===== src/rtl/seg7_scan4.sv =====
// Four-digit multiplexed 7-segment driver with snapshot capture.
// Leading-zero blanking is built when SEG7_LZ_BLANK_EN is defined.
module seg7_scan4 #(
    parameter int PRESCALE       = 4,
    parameter int SEG_ACTIVE_LOW = 1
) (
    input  logic        clk,
    input  logic        rst_n,
    input  logic        ena,
    input  logic        cap,
    input  logic [15:0] din,
    output logic [3:0]  an,
    output logic [6:0]  seg,
    output logic        frame
);

    localparam logic        POL_LO   = (SEG_ACTIVE_LOW != 0);
    localparam logic [15:0] PRE_LAST = 16'(PRESCALE - 1);
    localparam logic [3:0]  AN_OFF   = POL_LO ? 4'b1111 : 4'b0000;
    localparam logic [6:0]  SEG_OFF  = POL_LO ? 7'h7F : 7'h00;

    logic [15:0] r_pre;
    logic [1:0]  r_idx;
    logic [15:0] r_snap;
    logic [3:0]  r_an;
    logic [6:0]  r_seg;
    logic        r_frame;

    logic        w_pre_end;
    logic        w_adv;
    logic [3:0]  w_nib;
    logic [6:0]  w_font;
    logic        w_blank;
    logic [3:0]  w_an_hi;
    logic [6:0]  w_seg_hi;
    logic [3:0]  w_an_pin;
    logic [6:0]  w_seg_pin;

    assign w_pre_end = (r_pre == PRE_LAST);
    assign w_adv     = ena && w_pre_end;

    always_comb begin
        w_nib = r_snap[3:0];
        unique case (r_idx)
            2'd0: w_nib = r_snap[3:0];
            2'd1: w_nib = r_snap[7:4];
            2'd2: w_nib = r_snap[11:8];
            2'd3: w_nib = r_snap[15:12];
        endcase
    end

    // Active-high gfedcba glyphs for hex digits
    always_comb begin
        w_font = 7'h00;
        unique case (w_nib)
            4'h0: w_font = 7'h3F;
            4'h1: w_font = 7'h06;
            4'h2: w_font = 7'h5B;
            4'h3: w_font = 7'h4F;
            4'h4: w_font = 7'h66;
            4'h5: w_font = 7'h6D;
            4'h6: w_font = 7'h7D;
            4'h7: w_font = 7'h07;
            4'h8: w_font = 7'h7F;
            4'h9: w_font = 7'h6F;
            4'hA: w_font = 7'h77;
            4'hB: w_font = 7'h7C;
            4'hC: w_font = 7'h39;
            4'hD: w_font = 7'h5E;
            4'hE: w_font = 7'h79;
            4'hF: w_font = 7'h71;
        endcase
    end

`ifdef SEG7_LZ_BLANK_EN
    // A digit is blank when it and every digit to its left are zero
    always_comb begin
        w_blank = 1'b0;
        unique case (1'b1)
            (r_idx == 2'd3): w_blank = (r_snap[15:12] == 4'h0);
            (r_idx == 2'd2): w_blank = (r_snap[15:8] == 8'h00);
            (r_idx == 2'd1): w_blank = (r_snap[15:4] == 12'h000);
            default:         w_blank = 1'b0;
        endcase
    end
`else
    assign w_blank = 1'b0;
`endif

    assign w_an_hi   = 4'b0001 << r_idx;
    assign w_seg_hi  = w_blank ? 7'h00 : w_font;
    assign w_an_pin  = POL_LO ? ~w_an_hi : w_an_hi;
    assign w_seg_pin = POL_LO ? ~w_seg_hi : w_seg_hi;

    always_ff @(posedge clk or negedge rst_n) begin
        if (!rst_n) begin
            r_pre <= 16'd0;
            r_idx <= 2'd0;
        end else if (ena) begin
            if (w_pre_end) begin
                r_pre <= 16'd0;
                r_idx <= r_idx + 2'd1;
            end else begin
                r_pre <= r_pre + 16'd1;
            end
        end
    end

    always_ff @(posedge clk or negedge rst_n) begin
        if (!rst_n) begin
            r_snap <= 16'h0000;
        end else if (cap) begin
            r_snap <= din;
        end
    end

    // Outputs sample pre-edge idx/snap, so they trail both by one cycle
    always_ff @(posedge clk or negedge rst_n) begin
        if (!rst_n) begin
            r_an    <= AN_OFF;
            r_seg   <= SEG_OFF;
            r_frame <= 1'b0;
        end else begin
            r_an    <= w_an_pin;
            r_seg   <= w_seg_pin;
            r_frame <= w_adv && (r_idx == 2'd3);
        end
    end

    assign an    = r_an;
    assign seg   = r_seg;
    assign frame = r_frame;

endmodule


===== config.mk =====
export PLATFORM = sky130hd
export DESIGN_NAME = seg7_scan4
export DESIGN_NICKNAME = d
export VERILOG_FILES = /design/src/rtl/seg7_scan4.sv
export SDC_FILE = /design/constraint.sdc
export NUM_CORES = 1
export LEC_CHECK = 0
export CAP_MARGIN = 20
export CELL_PAD_IN_SITES_DETAIL_PLACEMENT = 1
export CELL_PAD_IN_SITES_GLOBAL_PLACEMENT = 1
export CORE_MARGIN = 8
export CORE_UTILIZATION = 39
export DETAILED_ROUTE_END_ITERATION = 12
export PLACE_DENSITY = 0.71
export SLEW_MARGIN = 20
export SYNTH_ARGS = -nofsm -noshare
export SYNTH_HDL_FRONTEND = slang
export SYNTH_SLANG_ARGS = --single-unit

===== constraint.sdc =====
create_clock -name clk -period 1.94 [get_ports clk]
set_input_delay 0.388 -clock clk [delete_from_list [all_inputs] [get_ports clk]]
set_output_delay 0.388 -clock clk [all_outputs]
set_load 0.01 [all_outputs]

# --- Word-level counts from Yosys, hierarchy flattened ---
# Memory sizes are Yosys's and may differ from the RTL's.
# Cells that the tools add are included.
classes:
  shift: 1
  bitwise: 2
  n_mux: 2
  add_sub_neg: 2
  n_reduce_logical: 4
  eq_ne: 4
ops:
  columns: ["operator", "n"]
  rows:
  - ["$add 16x1->16 const B", 1]
  - ["$eq 16x2->1 const B", 1]
  - ["$mux 16", 1]
  - ["$pmux 4 s4", 1]
  - ["$not 7->7", 1]
  - ["$eq 2x2->1 const B", 2]
  - ["$not 4->4", 1]
  - ["$shl 1x2->4 const A", 1]
  - ["$add 2x1->2 const B", 1]
  - ["$eq 2x1->1 const B", 1]
  - ["$logic_and 1x1->1", 2]
  - ["$logic_not 2->1", 1]
  - ["$reduce_and 2->1", 1]
totals:
  word_cells: 22
  inputBits: 20
  mem_count: 1
  mem_bits_ro: 112
  ff_bits: 46
mem_list:
  columns: ["memory", "words", "width", "read_ports", "rd_clocked_by_memory_dff", "wr", "line", "rtl"]
  rows:
  - ["(no name shown)", 16, 7, 1, 0, 0, "55", "unique case (w_nib)"]

# --- Longest topological paths before layout ---
# An unclocked memory read counts as a cell.
logic_depth:
  ltp_word: 4
  mapped_depth: 8
  depth_no_buf: 8

# --- Least setup slack after synthesis ---
# Ideal clock, no wire load.
synth_timing:
  kind: "register to register"
  from: "reg r_idx[0]"
  to: "reg r_seg[4] (netlist: seg[4])"
  required_ns: 1.861
  stages_incl_launch_ff: 9
  arrival_ns: 2.019
  path_slack_ns: -0.158
  setup_ns: 0.079
  n_path_buf: 1
  period_less_slack_ns: 2.098
  path_cell_list: "dfrtp_1 inv_1 ha_1 clkbuf_1 mux2i_1 inv_1 ha_1 or3_1 o21ai_0"
synth_via:
  elab_chain_len: 4
synth_lines:
  columns: ["element", "line", "rtl"]
  rows:
  - ["start, declared", "23", "logic [1:0] r_idx;"]
  - ["start signal, assigned", "102", "r_idx <= r_idx + 2'd1;"]
  - ["$eq 2x2->1 (tied with other cells)", "44", "unique case (r_idx)"]
  - ["$pmux 4 s4 (*)", "44", null]
  - ["$mem_v2 16x7 (*)", null, null]
  - ["$not 7->7 (*)", "93", "assign w_seg_pin = POL_LO ? ~w_seg_hi : w_seg_hi;"]
  - ["named net w_seg_pin[4]", "37", "logic [6:0] w_seg_pin;"]
  - ["end signal, assigned", "125", "r_seg <= w_seg_pin;"]
  - ["end, declared", "26", "logic [6:0] r_seg;"]
# The timed path passes the listed nets; every way through them passes the cells marked *.
# A chain may end at the register's enable or synchronous reset.

# --- Final worst setup path ---
layout_timing:
  from: "reg r_idx[0]"
  to: "reg r_seg[5] (netlist: seg[5])"
# The elaborated chain is that of the path after synthesis.

==> summary.txt <==
Yosys
  • Post-synth cell types: 32
  • Synthesized flop and latch total: between 40 and 50
  • Dominant synthesized flop cell: dfrtp_1
  • Post-synth ARST share: 100%
  • Synthesized cell area: between 2000 and 2500 um^2
  • Mapped Cells: 180
  • Syn nets: around 210
  • Ys Warns: 0
  • Post-synth EDFFs: 0
  • Syn Area/Cell: 12.1 um^2
  • Sequential fraction of the synthesis area: 53.4%

Critical path
  • R2r endpoint: seg[5]
  • Critical path peak fanout: 5
  • CP Launch Type: flip-flop
  • Reg2Reg Depth: 8
  • Crit end category: flip-flop
  • Crit path DAT: about 2300 ps
  • Setup CP Type: reg2reg
  • FF-to-FF Start: r_idx[0]
  • Required time of the critical path: approximately 2200 ps
  • Reg2reg setup slack: -150 ps

Routing
  • Vias: 1596
  • Drt pass-1 iters: 4
  • Final wirelength: between 5 and 6 mm
  • DRC: 0
  • Detail Route Antenna Nets: 0
  • Vias per inst: around 5.1
  • Routed WL per cell: approximately 18 um
  • Iter 0 DRT Violations: 36

Power and ir drop
  • Power per cell area: around 740 nW/um^2
  • Leakage: around 1.3 nW
  • Peak supply drop: ~340 uV

Global route
  • GR Util met1: between 10% and 20%
  • Total Routing Usage GR: approximately 14%
  • Most Crowded Layer GR: met2
  • GR met3 Demand/Resource: under 10%
  • Largest net degree at the start of global routing: 25
  • Congestion Overflow GR: 0
  • Initial antenna violation count: 0
  • Vias in the first global route: roughly 1900
  • First-pass GRT wire length: 9.36 mm
  • Routing usage on met2: a little over a quarter

Placement
  • DP HPWL: around 4 mm
  • Post-DP Area: 2720 um^2
  • Routability cong.: between 0.7 and 0.8
  • IO buf count: 31
  • Setup WS pre-CTS: -222 ps

CTS
  • Root buffer cell: clkbuf_8
  • Clk pin slew, worst setup/hold paths: 90 ps
  • CTS Buffer Depth: 2
  • H-tree depth: 2
  • Total CTS buffers: 5
  • CTS tree: built
  • CTS Sinks: between 40 and 50
  • Worst-skew pair later-pin latency: around 300 ps

Final layout
  • NumNets Final: 274
  • Design area: 2990 um^2
  • N_diodes: 0
  • Fillers: 576
  • Synthesis-to-finish area growth: 37.2%
  • Most frequent cells in the layout: dfrtp_1, clkdlybuf4s50_1, buf_4, mux2_2, nand2_1
  • Share of cells above drive strength 1: a little under two fifths
  • Most common cell after layout, fill and taps aside: dfrtp_1

Status
  • Status: complete, but fails checks
  • Failing checks: setup timing

Die
  • Die area: between 8000 and 9000 um^2
  • Die Y: between 90 and 100 um
  • Core region area: roughly 5400 um^2
  • Starting Density: between 40% and 50%
  • Die width: around 90 um
  • Top Ports: 32
  • FP Rows: 27

Run
  • Number of max-cap violations: 0

Timing
  • Ratio of final minimum period to clock period: 107%
  • RSZ-0062 raised after global routing: yes
  • Tightest Pin Transition: 569 ps
  • Max-slew violation count: 0
  • Fin Clk Skew: roughly 7.3 ps
  • F_max: around 0.48 GHz
  • Final WS setup: -145 ps
  • Final hold violations: 0
  • Relative slew slack: between 60% and 70%
  • Post-layout min period: between 2000 and 2500 ps
  • Final Setup Violations: 7

Worst hold path
  • Min-delay worst type: in2async
-- worst max path at each step --
stage | start | end | slack [ps] | depth (start not counted)
5_1_grt | r_idx[0] | seg[5] | -230 | 8
3_5_place_dp | r_idx[1] | seg[4] | -220 | 8
2_1_floorplan | r_idx[0] | seg[0] | -7 | 7
3_3_place_gp | r_idx[0] | seg[6] | -70 | 7
6_report | r_idx[0] | seg[5] | -150 | 8
4_1_cts | r_idx[0] | seg[0] | -140 | 7
-- kinds of logic after synthesis --
family | count (synthesis) | synth area share [%]
flops | 46 | 53.4
buf+inv | 21 | 4.13
xor+xnor | 15 | 6.02
compound gates | 16 | 5.34
fa+ha+maj | 13 | 7.46
simple gates | 43 | 10.9
mux | 26 | 12.7
-- metal layers --
metal / vias to the layer above / share of wire [%]
met1: 821 / 38
met4: 0 / 0.68
li1: 739 / -
met3: 4 / 3.1
met2: 32 / 58
met5: - / 0
-- stage by stage --
stage	cells	total power, mW	hold WS, ps	utilization (%)	TNS (ps)
5_1_grt	314	2.32	116	55.0	-1360
6_report	314	2.22	81.0	55.0	-790
2_1_floorplan	180	1.39	92.4	-	-12.1
4_1_cts	311	2.21	93.1	53.8	-771
3_3_place_gp	299	1.56	401	50.0	-428
3_5_place_dp	299	1.59	412	50.0	-1380
-- worst max-delay path: stages (launching register included) --
cell      delay [ps]
dfrtp_1          430
inv_2             90
ha_4             180
a222oi_1         490
mux2i_4          180
ha_2             230
buf_4            140
mux2i_2          180
o22ai_2          100
-- state kept, by name, summed over array words and instances, names as in the netlist --
name / flops
seg: 7
r_pre: 16
r_idx: 2
r_snap: 16
an: 4
frame: 1
-- what timing repair did --
item,in CTS,in global routing
resized for setup,20,10
buffers inserted,4,4
pin swaps,6,7
endpoints found under the setup margin,7,8
hold buffers,0,0
-- power by group --
| part | leakage, nW | internal, mW | switching (mW) |
|---|---|---|---|
| registers | 0.553 | 1.08 | 0.102 |
| clock network | 0.0482 | 0.288 | 0.316 |
| logic | 0.717 | 0.242 | 0.199 |
-- cells in the mapped netlist, types with 2 or more instances --
library cell  number  area, um^2
dfrtp_1           35         876
inv_1             16        60.1
mux2_2            14         158
nand2_1           14        52.6
ha_1              13         163
mux2i_1           12         120
dfstp_2           11         289
xnor2_1           10        87.6
nor2_1             6        22.5
o21ai_0            5        25.0
xor2_1             5        43.8
a222oi_1           4        40.0
nand4_1            4        25.0
nor3_1             4        20.0
o22ai_1            4        25.0
clkbuf_1           3        11.3
nor4_1             3        18.8
and3_1             2        12.5
nand2b_1           2        12.5
-- area by class of cell --
cell class	instances	area [um^2]	share of cell area [%]
Tap cell	72	90.1	3.01
Inverter	16	60.1	2.01
Sequential cell	46	1170	39.0
Clock buffer	7	86.3	2.89
Timing Repair Buffer	59	539	18.0
Clock inverter	1	5.00	0.167
Multi-Input combinational cell	113	1040	34.9
(Power assumes the default switching activity.)
